===== config.mk =====
export PLATFORM = sky130hd
export DESIGN_NAME = pe_tile_sequencer
export DESIGN_NICKNAME = d
export VERILOG_FILES = /design/src/rtl/nmcu_pkg.sv /design/src/rtl/pe_tile_sequencer.sv
export SDC_FILE = /design/constraint.sdc
export NUM_CORES = 1
export LEC_CHECK = 0
export BUFFER_PORTS_ARGS = -buffer_cell sky130_fd_sc_hd__buf_2
export CAP_MARGIN = 40
export CORE_AREA = 4 4 320 322
export CTS_BUF_LIST = sky130_fd_sc_hd__clkbuf_4 sky130_fd_sc_hd__clkbuf_8
export DETAILED_ROUTE_END_ITERATION = 10
export DIE_AREA = 0 0 324 326
export SYNTH_ARGS = -nofsm -noshare
export SYNTH_HDL_FRONTEND = slang
export SYNTH_SLANG_ARGS = --single-unit

===== constraint.sdc =====
create_clock -name clk -period 6.1 [get_ports clk]
set_input_delay 0.61 -clock clk [delete_from_list [all_inputs] [get_ports clk]]
set_output_delay 0.61 -clock clk [all_outputs]
set_load 0.05 [all_outputs]

===== src/rtl/nmcu_pkg.sv =====
// Shared constants and types for the near-memory compute unit.
package nmcu_pkg;

    localparam int DATA_WIDTH  = 8;
    localparam int PSUM_WIDTH  = 32;
    localparam int PE_ROWS     = 4;
    localparam int PE_COLS     = 4;
    localparam int SEQ_K_WIDTH = 12;

    typedef enum logic [2:0] {
        SEQ_IDLE,
        SEQ_STREAM,
        SEQ_DRAIN,
        SEQ_WB,
        SEQ_DONE
    } seq_state_e;

endpackage


===== src/rtl/pe_tile_sequencer.sv =====
// Sequences one output-stationary tile: streams K operand beats into the
// PE array, waits for the array pipeline to drain, then writes the partial
// sum tile out one row per handshake.
module pe_tile_sequencer #(
    parameter int DATA_WIDTH   = nmcu_pkg::DATA_WIDTH,
    parameter int PSUM_WIDTH   = nmcu_pkg::PSUM_WIDTH,
    parameter int PE_ROWS      = nmcu_pkg::PE_ROWS,
    parameter int PE_COLS      = nmcu_pkg::PE_COLS,
    parameter int ADDR_W       = 10,
    parameter int K_W          = nmcu_pkg::SEQ_K_WIDTH,
    parameter int DRAIN_CYCLES = (PE_ROWS + PE_COLS - 2) + 5
) (
    input  logic                                         clk,
    input  logic                                         rst_n,
    input  logic                                         start_i,
    input  logic [K_W-1:0]                               k_len_i,
    input  logic [ADDR_W-1:0]                            a_base_i,
    input  logic [ADDR_W-1:0]                            b_base_i,
    output logic                                         busy_o,
    output logic                                         done_o,
    output logic                                         a_rd_en_o,
    output logic                                         b_rd_en_o,
    output logic [ADDR_W-1:0]                            a_rd_addr_o,
    output logic [ADDR_W-1:0]                            b_rd_addr_o,
    input  logic [PE_ROWS-1:0][DATA_WIDTH-1:0]           a_rd_data_i,
    input  logic [PE_COLS-1:0][DATA_WIDTH-1:0]           b_rd_data_i,
    output logic                                         pe_cmd_valid_o,
    input  logic                                         pe_cmd_ready_i,
    output logic [PE_ROWS-1:0]                           pe_accum_en_o,
    output logic [PE_ROWS-1:0][DATA_WIDTH-1:0]           pe_operand_a_o,
    output logic [PE_COLS-1:0][DATA_WIDTH-1:0]           pe_operand_b_o,
    input  logic [PE_ROWS-1:0][PE_COLS-1:0][PSUM_WIDTH-1:0] pe_result_i,
    output logic                                         res_valid_o,
    input  logic                                         res_ready_i,
    output logic [$clog2(PE_ROWS)-1:0]                   res_row_o,
    output logic [PE_COLS-1:0][PSUM_WIDTH-1:0]           res_data_o
);

    import nmcu_pkg::*;

    localparam int ROW_W   = $clog2(PE_ROWS);
    localparam int DRAIN_W = $clog2(DRAIN_CYCLES + 1);

    seq_state_e state_q, state_d;

    logic [K_W-1:0]     k_q;
    logic [K_W-1:0]     beat_q, beat_d;
    logic [ADDR_W-1:0]  a_base_q, b_base_q;
    logic [DRAIN_W-1:0] drain_q, drain_d;
    logic [ROW_W-1:0]   row_q, row_d;
    logic               valid_q;
    logic               accum_q;
    logic               launch;
    logic               rd_en;
    logic               last_beat;
    logic               drain_done;
    logic               last_row;
    logic               res_fire;

    assign rd_en      = (state_q == SEQ_STREAM);
    assign last_beat  = (beat_q == (k_q - K_W'(1)));
    assign drain_done = (drain_q == DRAIN_W'(DRAIN_CYCLES));
    assign last_row   = (row_q == ROW_W'(PE_ROWS - 1));
    assign res_valid_o = (state_q == SEQ_WB);
    assign res_fire   = res_valid_o & res_ready_i;

    // Next-state and counter update; the drain counter starts at 0 in the
    // cycle that still carries the last valid beat, so reaching DRAIN_CYCLES
    // means that many full cycles have passed since that beat.
    always_comb begin
        state_d = state_q;
        beat_d  = beat_q;
        drain_d = drain_q;
        row_d   = row_q;
        launch  = 1'b0;
        case (state_q)
            SEQ_IDLE: begin
                if (start_i) begin
                    if (k_len_i == '0) begin
                        state_d = SEQ_DONE;
                    end else if (pe_cmd_ready_i) begin
                        state_d = SEQ_STREAM;
                        launch  = 1'b1;
                        beat_d  = '0;
                    end
                end
            end
            SEQ_STREAM: begin
                if (last_beat) begin
                    state_d = SEQ_DRAIN;
                    beat_d  = '0;
                    drain_d = '0;
                end else begin
                    beat_d = beat_q + K_W'(1);
                end
            end
            SEQ_DRAIN: begin
                if (drain_done) begin
                    state_d = SEQ_WB;
                    drain_d = '0;
                    row_d   = '0;
                end else begin
                    drain_d = drain_q + DRAIN_W'(1);
                end
            end
            SEQ_WB: begin
                if (res_fire) begin
                    if (last_row) begin
                        state_d = SEQ_DONE;
                        row_d   = '0;
                    end else begin
                        row_d = row_q + ROW_W'(1);
                    end
                end
            end
            SEQ_DONE: begin
                state_d = SEQ_IDLE;
            end
            default: begin
                state_d = SEQ_IDLE;
            end
        endcase
    end

    // State and counter registers; reset aborts any job in flight.
    always_ff @(posedge clk or negedge rst_n) begin
        if (!rst_n) begin
            state_q <= SEQ_IDLE;
            beat_q  <= '0;
            drain_q <= '0;
            row_q   <= '0;
        end else begin
            state_q <= state_d;
            beat_q  <= beat_d;
            drain_q <= drain_d;
            row_q   <= row_d;
        end
    end

    // Job parameters are captured once at launch so the requester may change them.
    always_ff @(posedge clk or negedge rst_n) begin
        if (!rst_n) begin
            k_q      <= '0;
            a_base_q <= '0;
            b_base_q <= '0;
        end else if (launch) begin
            k_q      <= k_len_i;
            a_base_q <= a_base_i;
            b_base_q <= b_base_i;
        end
    end

    // Beat qualifiers trail the read strobe by one cycle to line up with read data.
    always_ff @(posedge clk or negedge rst_n) begin
        if (!rst_n) begin
            valid_q <= 1'b0;
            accum_q <= 1'b0;
        end else begin
            valid_q <= rd_en;
            accum_q <= rd_en && (beat_q != '0);
        end
    end

    assign busy_o      = (state_q != SEQ_IDLE);
    assign done_o      = (state_q == SEQ_DONE);
    assign a_rd_en_o   = rd_en;
    assign b_rd_en_o   = rd_en;
    assign a_rd_addr_o = rd_en ? (a_base_q + ADDR_W'(beat_q)) : '0;
    assign b_rd_addr_o = rd_en ? (b_base_q + ADDR_W'(beat_q)) : '0;

    assign pe_cmd_valid_o = valid_q;
    assign pe_accum_en_o  = {PE_ROWS{accum_q}};
    assign pe_operand_a_o = valid_q ? a_rd_data_i : '0;
    assign pe_operand_b_o = valid_q ? b_rd_data_i : '0;

    assign res_row_o  = row_q;
    assign res_data_o = res_valid_o ? pe_result_i[row_q] : '0;

endmodule


==> results by group <==
Setup path
  – R2R depth: 4
  – CP Capture Type: output pin
  – Worst-path cell chain: ha_1 > fa_1 > a21o_1 > a21oi_1 > nor2b_1 > o21a_1 > o41ai_1 > xor2_1 > nor2_1 > buf_2
  – Reg-to-Reg Start: state_q[0]
  – CP max stage cell: dfrtp_1
  – Stages on worst setup path: 10
  – Critical Path Max Stage Delay: 0.49 ns
  – CP Class: reg2out
  – Crit path max-delay family: compound AO/OA/AOI/OAI gates
  – FF-to-FF End: b_base_q[0]
  – Startpoint Class: flop
  – Buffers & Inverters on Critical Path: 1
  – CP startpoint: beat_q[0]
  – Worst Setup EP: a_rd_addr_o[8]
  – Crit path required time: 5.49 ns
  – WP data arrival: 3.07 ns
  – Critical Path Fanout Max: 8
  – Reg2Reg Setup Slack: 3.56 ns

Detailed routing
  – Total number of vias: 11078
  – DRT Pass-1 Iters: 5
  – Final ANT Viol Nets: 0
  – Residual DRC: 0
  – Starting DRT DRC Count: 974
  – Drt total wl: 104000 um
  – WL/cell: 35.4 um
  – DR vias/cell: 3.79

Synth
  – Total of warnings raised by yosys: 0
  – Syn Area/Cell: 10.6 um^2
  – Async SR Flop Fraction: 1.00
  – Post-synth top cells: nor2b_1 (136), mux4_2 (128), and2_1 (65)
  – Synth top area share: 0.358
  – Syn Nets: 1398
  – Top-count cell post-synth: nor2b_1
  – Gate Count Post-Synth: 760
  – Netlist Area Pre-Place: 0.00805 mm^2
  – Yosys top cell by area: mux4_2
  – Top FF cell, synth: dfrtp_1
  – Post-synthesis sequential area ratio: 0.171
  – Dominant cells by area after synthesis: mux4_2 (36%), dfrtp_1 (17%), nor2b_1 (11%)
  – Post-synth EDFFs: 0
  – Synth unique cells: 57
  – Seq cells post-synth: 55

Clock tree
  – Clock Root Buffer: clkbuf_8
  – Hold Buf Count CTS: 0
  – Clk buf depth: 2
  – Post-CTS Setup Inserts: 0
  – CTS tree: built
  – Post-CTS sizing: 0
  – Num CTS Buffers: 5
  – Clock-pin slew on the worst setup and hold paths: 0.11 ns
  – H-tree levels: 2
  – Clock Latency Late Sink: 0.34 ns
  – CTS Sinks: 55

Status
  – Outcome: complete, no violations

Global route
  – Largest net degree at the start of global routing: 73
  – Initial antenna violation count: 197
  – Number of global-route vias before repair: 10572
  – Grt ovf: 0
  – Global-route wire length before repair: 124000 um
  – Total GRT Usage: 0.186

STA
  – Count of final hold-check violations: 0
  – Period minus WS final: 3.68 ns
  – Maximum clock frequency: 272 MHz
  – Actual slew at the worst max-slew pin: 0.863 ns
  – Worst slew margin: 0.425
  – Setup total negative slack: 0 ns
  – Max-slew violation count: 0
  – Hold WS: 0.391 ns
  – Endpoints failing setup: 0
  – RSZ-0062 raised after global routing: false
  – Post-Route Skew: 0.0191 ns
  – Final cycle utilization of the critical path: 0.603

Finish
  – Area of the multi-input gates: 0.00629 mm^2
  – Register area: 0.00138 mm^2
  – Nets: 2181
  – Cell Count, Final, Fillers Out: 2926
  – Filler Cells Inserted: 11514
  – Util after Layout: 0.141
  – Share of cells above drive strength 1: 0.665
  – Final std cell area, no fill: 0.0140 mm^2
  – Layout area overhead: 74.1%

Placement
  – GP Congestion: 0.965
  – DP Cell Count: 2834
  – Post-DP Area: 0.0137 mm^2
  – PortBufs: 836
  – Post-DP HPWL: 95800 um

Floorplan
  – Die H: 326 um
  – Core area: 0.0996 mm^2
  – Chip width: 324 um
  – Die ar.: 0.106 mm^2
  – IO Pins: 837
  – Std cell rows: 116
  – Initial core utilization: 0.0808

Power
  – PD cells: 431 mW/mm^2
  – Lkg Pwr: 0.00642 uW
  – Max VDD drop: 467 uV

Worst hold path
  – Worst Hold Class: in2async

Run
  – Max cap viols: 0
## layout make-up
type                       count  area share
clock inverter                 3     0.00393
inverter                      16     0.00429
clock buffer                   5     0.00491
sequential                    55      0.0988
tap                         1298       0.116
antenna                       84      0.0150
timing repair buffer         847       0.308
multi-input combinational    618       0.449
## layout by cell type (no fill, tap or decap), drive strengths merged, types with 7 or more instances in the layout
cell type	count
buf	847
nor2b	136
mux4	128
diode	84
and2	65
dfrtp	55
mux2	32
nor2	31
nand2	28
ha	23
o21ai	20
a21oi	19
inv	16
nand3	16
xor2	14
xnor2	14
nor3	12
nor4	8
and3	7
## kinds of logic after synthesis
| family | Yosys count | synth area share |
|---|---|---|
| adder cells (fa/ha/maj) | 25 | 0.0407 |
| flip-flops | 55 | 0.171 |
| AND/OR/NAND/NOR | 325 | 0.238 |
| buffers and inverters | 87 | 0.0471 |
| AO/OA/AOI/OAI | 78 | 0.0672 |
| multiplexers | 162 | 0.406 |
| XOR/XNOR | 28 | 0.0305 |
## worst min-delay path by stage
stage             endpoint   startpoint  slack [ns]
2_1_floorplan  a_base_q[0]        rst_n        0.31
3_5_place_dp   b_base_q[4]  b_base_q[4]        0.51
5_1_grt        b_base_q[1]        rst_n        0.45
3_3_place_gp   b_base_q[4]  b_base_q[4]        0.50
6_report       b_base_q[2]        rst_n        0.39
4_1_cts          beat_q[8]        rst_n        0.42
## through the flow
stage | total power [uW] | worst slack, ns
2_1_floorplan | 3870 | 2.82
4_1_cts | 6180 | 2.36
6_report | 6040 | 2.42
3_3_place_gp | 5870 | 2.76
5_1_grt | 6370 | 2.24
3_5_place_dp | 5870 | 2.74
## sequential cells by signal (all words and copies together), names as in the netlist
signal          count
b_base_q           10
beat_q             12
res_row_o           2
pe_cmd_valid_o      1
state_q             3
k_q                12
a_base_q           10
accum_q             1
drain_q             4
## layer usage
layer,track usage,part of all wire,up-vias
li1,-,-,4536
met1,0.205,0.36,5347
met2,0.329,0.50,909
met3,0.0714,0.11,240
met4,0.0591,0.032,46
met5,0,0.0030,-
## where the power goes
group	leakage [uW]	internal, uW	switching (uW)	total (uW)
combinational	0.00567	1780	3090	4870
clock	0.0000616	127	148	275
sequential	0.000692	497	403	899
total	0.00642	2400	3640	6040
Note: power is estimated with default switching activity, not from simulation.
